[src/rtl/softmax_tile_driver.sv]
// -----------------------------------------------------------------------------
// softmax_tile_driver
//
// Initiator side of the safe-softmax engine interface. A row of attention
// scores arrives as NUM-word tiles; each tile is registered and handed to the
// engine together with the running max / exp-sum carried from the previous
// tile. The engine's one-cycle valid returns the normalised tile and the
// updated max / sum. The result is presented downstream on a valid/ready port
// and the updated max / sum are fed back into the next tile.
//
// Optional feature (macro SOFTMAX_DRV_TIMEOUT_EN): watchdog on the RUN state.
// If the engine does not answer within TO_CYC cycles, start is dropped, the
// tile is discarded, the driver returns to IDLE and O_ERR latches high until
// reset or the next accepted row start. Without the macro O_ERR is tied 0.
//
// Ports:
//   I_CLK, I_RST          clock, synchronous active-high reset
//   I_ROW_START/TILES     row start pulse and tile count (1..MAX_TILES)
//   I_TILE_VLD/DATA       upstream tile (NUM signed D_W-bit words, flat)
//   O_TILE_RDY            driver accepts a tile
//   O_SM_START            engine start, held high while the engine computes
//   O_SM_DATA/X_MAX/EXP_SUM  registered tile and carried max / sum to engine
//   I_SM_VLD/DATA/X_MAX/EXP_SUM  engine result, valid for one cycle
//   O_OUT_VLD/DATA/X_MAX/EXP_SUM/LAST  downstream result port
//   I_OUT_RDY             downstream ready
//   O_BUSY                row in progress
//   O_ERR                 sticky watchdog abort (optional feature)
// -----------------------------------------------------------------------------
module softmax_tile_driver #(
  parameter int D_W       = 8,
  parameter int NUM       = 16,
  parameter int MAX_TILES = 8,
  parameter int TO_CYC    = 1024
) (
  input  logic                         I_CLK,
  input  logic                         I_RST,
  input  logic                         I_ROW_START,
  input  logic [$clog2(MAX_TILES+1)-1:0] I_ROW_TILES,
  input  logic                         I_TILE_VLD,
  input  logic [D_W*NUM-1:0]           I_TILE_DATA,
  output logic                         O_TILE_RDY,
  output logic                         O_SM_START,
  output logic [D_W*NUM-1:0]           O_SM_DATA,
  output logic [D_W-1:0]               O_SM_X_MAX,
  output logic [15:0]                  O_SM_EXP_SUM,
  input  logic [D_W-1:0]               I_SM_X_MAX,
  input  logic [15:0]                  I_SM_EXP_SUM,
  input  logic                         I_SM_VLD,
  input  logic [D_W*NUM-1:0]           I_SM_DATA,
  output logic                         O_OUT_VLD,
  output logic [D_W*NUM-1:0]           O_OUT_DATA,
  output logic [D_W-1:0]               O_OUT_X_MAX,
  output logic [15:0]                  O_OUT_EXP_SUM,
  output logic                         O_OUT_LAST,
  input  logic                         I_OUT_RDY,
  output logic                         O_BUSY,
  output logic                         O_ERR
);

  localparam int CW = $clog2(MAX_TILES + 1);
  localparam logic [CW-1:0]  MAX_T    = CW'(MAX_TILES);
  localparam logic [D_W-1:0] MOST_NEG = {1'b1, {(D_W-1){1'b0}}};

  typedef enum logic [2:0] {
    S_IDLE,
    S_LOAD,
    S_RUN,
    S_EMIT,
    S_GAP
  } state_t;

  state_t        state;
  logic [CW-1:0] tile_cnt;
  logic [CW-1:0] tile_idx;

  wire row_ok = (I_ROW_TILES != '0) && (I_ROW_TILES <= MAX_T);

`ifdef SOFTMAX_DRV_TIMEOUT_EN
  localparam int TW = (TO_CYC > 1) ? $clog2(TO_CYC) : 1;
  logic [TW-1:0] to_cnt;
  wire to_hit = (to_cnt == TW'(TO_CYC - 1));
`else
  // Parameter kept for interface compatibility; the watchdog is not built.
  logic unused_to_cyc;
  assign unused_to_cyc = (TO_CYC > 0);
  assign O_ERR = 1'b0;
`endif

  // NOTE: all state and outputs update with non-blocking assignments so every
  // register samples the pre-edge values of the others, independent of order.
  always_ff @(posedge I_CLK) begin
    if (I_RST) begin
      state         <= S_IDLE;
      tile_cnt      <= '0;
      tile_idx      <= '0;
      O_TILE_RDY    <= 1'b0;
      O_SM_START    <= 1'b0;
      O_SM_DATA     <= '0;
      O_SM_X_MAX    <= MOST_NEG;
      O_SM_EXP_SUM  <= '0;
      O_OUT_VLD     <= 1'b0;
      O_OUT_DATA    <= '0;
      O_OUT_X_MAX   <= '0;
      O_OUT_EXP_SUM <= '0;
      O_OUT_LAST    <= 1'b0;
      O_BUSY        <= 1'b0;
`ifdef SOFTMAX_DRV_TIMEOUT_EN
      to_cnt        <= '0;
      O_ERR         <= 1'b0;
`endif
    end else begin
      unique case (state)
        S_IDLE: begin
          if (I_ROW_START && row_ok) begin
            tile_cnt     <= I_ROW_TILES;
            tile_idx     <= '0;
            O_SM_X_MAX   <= MOST_NEG;
            O_SM_EXP_SUM <= '0;
            O_TILE_RDY   <= 1'b1;
            O_BUSY       <= 1'b1;
            state        <= S_LOAD;
`ifdef SOFTMAX_DRV_TIMEOUT_EN
            O_ERR        <= 1'b0;
`endif
          end
        end

        S_LOAD: begin
          if (I_TILE_VLD) begin
            O_SM_DATA  <= I_TILE_DATA;
            O_SM_START <= 1'b1;
            O_TILE_RDY <= 1'b0;
            state      <= S_RUN;
`ifdef SOFTMAX_DRV_TIMEOUT_EN
            to_cnt     <= '0;
`endif
          end
        end

        S_RUN: begin
          if (I_SM_VLD) begin
            O_OUT_DATA    <= I_SM_DATA;
            O_OUT_X_MAX   <= I_SM_X_MAX;
            O_OUT_EXP_SUM <= I_SM_EXP_SUM;
            // Returned max / sum become the carry-in for the next tile.
            O_SM_X_MAX    <= I_SM_X_MAX;
            O_SM_EXP_SUM  <= I_SM_EXP_SUM;
            // Dropping start on the valid edge keeps the engine from
            // re-triggering on the same tile.
            O_SM_START    <= 1'b0;
            O_OUT_VLD     <= 1'b1;
            O_OUT_LAST    <= (tile_idx == tile_cnt - CW'(1));
            state         <= S_EMIT;
`ifdef SOFTMAX_DRV_TIMEOUT_EN
          end else if (to_hit) begin
            O_SM_START <= 1'b0;
            O_ERR      <= 1'b1;
            O_BUSY     <= 1'b0;
            state      <= S_IDLE;
          end else begin
            to_cnt <= to_cnt + TW'(1);
`endif
          end
        end

        S_EMIT: begin
          if (I_OUT_RDY) begin
            O_OUT_VLD <= 1'b0;
            if (O_OUT_LAST) begin
              O_BUSY <= 1'b0;
              state  <= S_IDLE;
            end else begin
              tile_idx <= tile_idx + CW'(1);
              state    <= S_GAP;
            end
          end
        end

        // One spare cycle so start stays low for at least two cycles between
        // consecutive tiles (EMIT handshake cycle + GAP).
        S_GAP: begin
          O_TILE_RDY <= 1'b1;
          state      <= S_LOAD;
        end

        default: state <= S_IDLE;
      endcase
    end
  end

endmodule

[config.mk]
export PLATFORM = sky130hd
export DESIGN_NAME = softmax_tile_driver
export DESIGN_NICKNAME = d
export VERILOG_FILES = /design/src/rtl/softmax_tile_driver.sv
export SDC_FILE = /design/constraint.sdc
export NUM_CORES = 1
export LEC_CHECK = 0
export ABC_AREA = 1
export CORE_AREA = 2 2 231 233
export DETAILED_ROUTE_END_ITERATION = 10
export DIE_AREA = 0 0 233 235
export HOLD_SLACK_MARGIN = 0.02
export PLACE_DENSITY = 0.55
export SYNTH_ARGS = -nofsm -noshare
export SYNTH_HDL_FRONTEND = slang
export SYNTH_SLANG_ARGS = --single-unit
[constraint.sdc]
create_clock -name I_CLK -period 3.2 [get_ports I_CLK]
set_input_delay 0.96 -clock I_CLK [delete_from_list [all_inputs] [get_ports I_CLK]]
set_output_delay 0.96 -clock I_CLK [all_outputs]
set_load 0.05 [all_outputs]
==> key figures <==
Run status
  • Outcome: finished clean

STA
  • Setup TNS: 0 ns
  • Worst-Margin Slew: 0.695 ns
  • Setup violators final: 0
  • Clock Skew: 0.0162 ns
  • Final Max Tran Viols: 0
  • Final Critical Period: 2.82 ns
  • Worst slew margin: 53.5%
  • Final hold vios: 0
  • Final period util: 88.2%
  • RSZ-0062 raised after global routing: false
  • Fin Hold WS: 0.459 ns
  • Max Clk Rate: 354 MHz

Detailed routing
  • Wire per inst: 16.3 µm
  • DR vias/cell: 4.19
  • DRC Markers: 0
  • Via count: 11405
  • 1st-iter DRT viols: 503
  • Detail Route Antenna Nets: 0
  • Routed Wire Length: 44.3 mm
  • Drt first pass iters: 5

Floorplanning
  • Initial core utilization: 21.6%
  • Placeable Area: 52200 µm²
  • Die height: 235 µm
  • Die area: 54800 µm²
  • Placement Rows: 84
  • Chip width: 233 µm
  • # IOs: 600

Pwr
  • Leak: 7.77 nW
  • Peak VDD IR: 0.000465 V
  • Reg power frac: 31.4%
  • Comb power frac: 40.7%
  • Pint: 9.98 mW
  • Net Switching: 6.92 mW
  • Clk pwr share: 27.9%
  • Switching Share: 40.9%
  • PwrDens: 874 nW/µm²

Synthesis
  • Yosys cell types: 31
  • Commonest cells post-synth: nor2_1 (525), dfxtp_1 (320), o21ai_0 (261)
  • Synth area leaders: dfxtp_1 (57%), nor2_1 (17%), o21ai_0 (12%), nand2_1 (2.9%), a21oi_1 (2.4%)
  • Biggest area consumer among synthesized cells: dfxtp_1
  • Mapped Cells: 1438
  • Top_reg_cell synth: dfxtp_1
  • Async set-reset flop share out of synthesis: 0%
  • Mapped Nets: 1730
  • Cell with the most instances after synthesis: nor2_1
  • Number of flops mapped to enable cells by yosys: 0
  • #FFs+latches synth: 320
  • Synthesized cell area: 11300 µm²
  • YS warnings: 0
  • Synth top area share: 56.8%
  • Synth Area per Inst: 7.84 µm²
  • Post-synthesis sequential area ratio: 56.8%

Finish
  • Fill count: 5388
  • Synth-to-layout area growth: 71.6%
  • Fraction of layout cells with a size suffix above 1: 5.08%
  • Cell Count, Final, Fillers Out: 2719
  • Nets: 2292

Critical path
  • Critical path class: reg -> out
  • CP peak stage delay: 0.96 ns
  • Worst path slowest cell: clkdlybuf4s50_1
  • Critical Path Source Type: flop
  • CP bufs+invs: 1
  • CP Cell Sequence: clkdlybuf4s50_1
  • Worst EP required: 2.24 ns
  • Worst setup EP type: output port
  • CP delay by family, top: buffers and inverters
  • CP Max Fanout: 2
  • Worst path arrival time: 1.86 ns

Clock tree
  • Root buffer cell: clkbuf_16
  • Post-CTS Resized: 0
  • Worst-Skew Late Latency: 0.54 ns
  • Clk buf depth: 3
  • Total CTS buffers: 39
  • Clock sinks: 320
  • H-tree Lvls: 2
  • # hold bufs at CTS: 0
  • Clock slew at reported path FFs: 0.05 ns
  • CTS tree: yes
  • Setup Fix Bufs, Post-CTS: 0

Global route
  • Grt ovf: 0
  • Antenna violations before repair: 6
  • First-pass GRT wire length: 66.6 mm
  • Vias in the first global route: 11324
  • Largest net degree at the start of global routing: 106
  • Total track usage: 15.5%

Placement
  • Post-DP HPWL: 31.4 mm
  • Dpl cells: 2647
  • Routability cong.: 0.822
  • Port-buffer cells: 598

Run
  • Max-cap violation count: 0

Worst hold path
  • Hold Crit Class: reg -> reg
==> worst paths after layout <==
kind,startpoint,end,slack [ns],cells after the start
worst max-delay path,O_OUT_X_MAX[7],O_OUT_X_MAX[7],0.38,1
worst min register to register,O_OUT_X_MAX[3],O_OUT_X_MAX[3],0.46,2
worst max register to register,state[2],O_SM_EXP_SUM[11],1.41,8
worst min-delay path,O_OUT_X_MAX[3],O_OUT_X_MAX[3],0.46,2
==> flip-flops by register name, summed over array words and instances, names as in the netlist <==
register / cells
O_BUSY: 1
tile_idx: 4
O_SM_DATA: 128
O_OUT_DATA: 128
O_OUT_VLD: 1
O_OUT_LAST: 1
O_SM_START: 1
state: 3
O_OUT_EXP_SUM: 16
tile_cnt: 4
O_TILE_RDY: 1
O_OUT_X_MAX: 8
O_SM_X_MAX: 8
O_SM_EXP_SUM: 16
==> routing by layer <==
metal,vias to the layer above,share of wire [%],GRT usage (%)
met3,63,6.9,4.39
met4,4,2.4,5.62
met1,5256,41,18.2
met2,339,49,26.7
li1,5743,-,-
met5,-,0.059,0
==> final cells by class <==
type | count | area, µm² | share of cell area (%)
diodes | 5 | 12.5 | 0.0647
clock buffers | 50 | 1100 | 5.69
clock inverters | 17 | 248 | 1.28
inverters | 28 | 118 | 0.608
multi-input cells | 988 | 4270 | 22.1
flip-flops and latches | 320 | 6410 | 33.1
well taps | 688 | 861 | 4.45
repair buffers | 623 | 6320 | 32.7
==> power groups by stage <==
stage | Combinational (mW) | Clock (mW) | Sequential, mW
6_report | 6.89 | 4.71 | 5.30
5_1_grt | 7.30 | 5.02 | 5.40
4_1_cts | 6.95 | 4.87 | 5.30
3_5_place_dp | 6.93 | 0 | 5.37
3_3_place_gp | 6.90 | 0 | 5.35
2_1_floorplan | 1.58 | 0 | 8.09
==> cell families (layout without fill, tap and decap cells) <==
logic type,Yosys count,after routing,share of synthesized area (%)
buffers and inverters,130,718,5.25
AOI/OAI and AO/OA,319,319,14.2
xor gates and xnor gates,4,4,0.311
and+or+nand+nor,662,662,23.1
other,1,6,0.0333
DFF,320,320,56.8
adders and majority gates,2,2,0.222
==> cells in the final DEF (no fill, tap or decap), types with 4 or more instances in the layout <==
master | Yosys | layout
clkdlybuf4s50_1 | 0 | 597
nor2_1 | 525 | 525
dfxtp_1 | 320 | 320
o21ai_0 | 261 | 261
nand2_1 | 87 | 87
a21oi_1 | 54 | 54
clkbuf_16 | 0 | 41
nand3_1 | 33 | 33
inv_1 | 23 | 22
buf_4 | 7 | 13
buf_12 | 0 | 12
nand4_1 | 7 | 7
clkinv_2 | 0 | 7
bufinv_16 | 0 | 6
diode_2 | 0 | 5
clkbuf_1 | 45 | 5
clkbuf_8 | 0 | 4
==> through the flow <==
stage	power [mW]	cell area [µm²]	utilization, %	setup slack [ns]
finish	16.9	19300	37.0	0.376
global placement	12.2	18000	34.4	0.562
detailed placement	12.3	18000	34.4	0.536
floorplan	9.68	11300	-	1.23
CTS	17.1	19300	37.0	0.270
global route	17.7	19300	37.0	0.239
(Power assumes the default switching activity.)
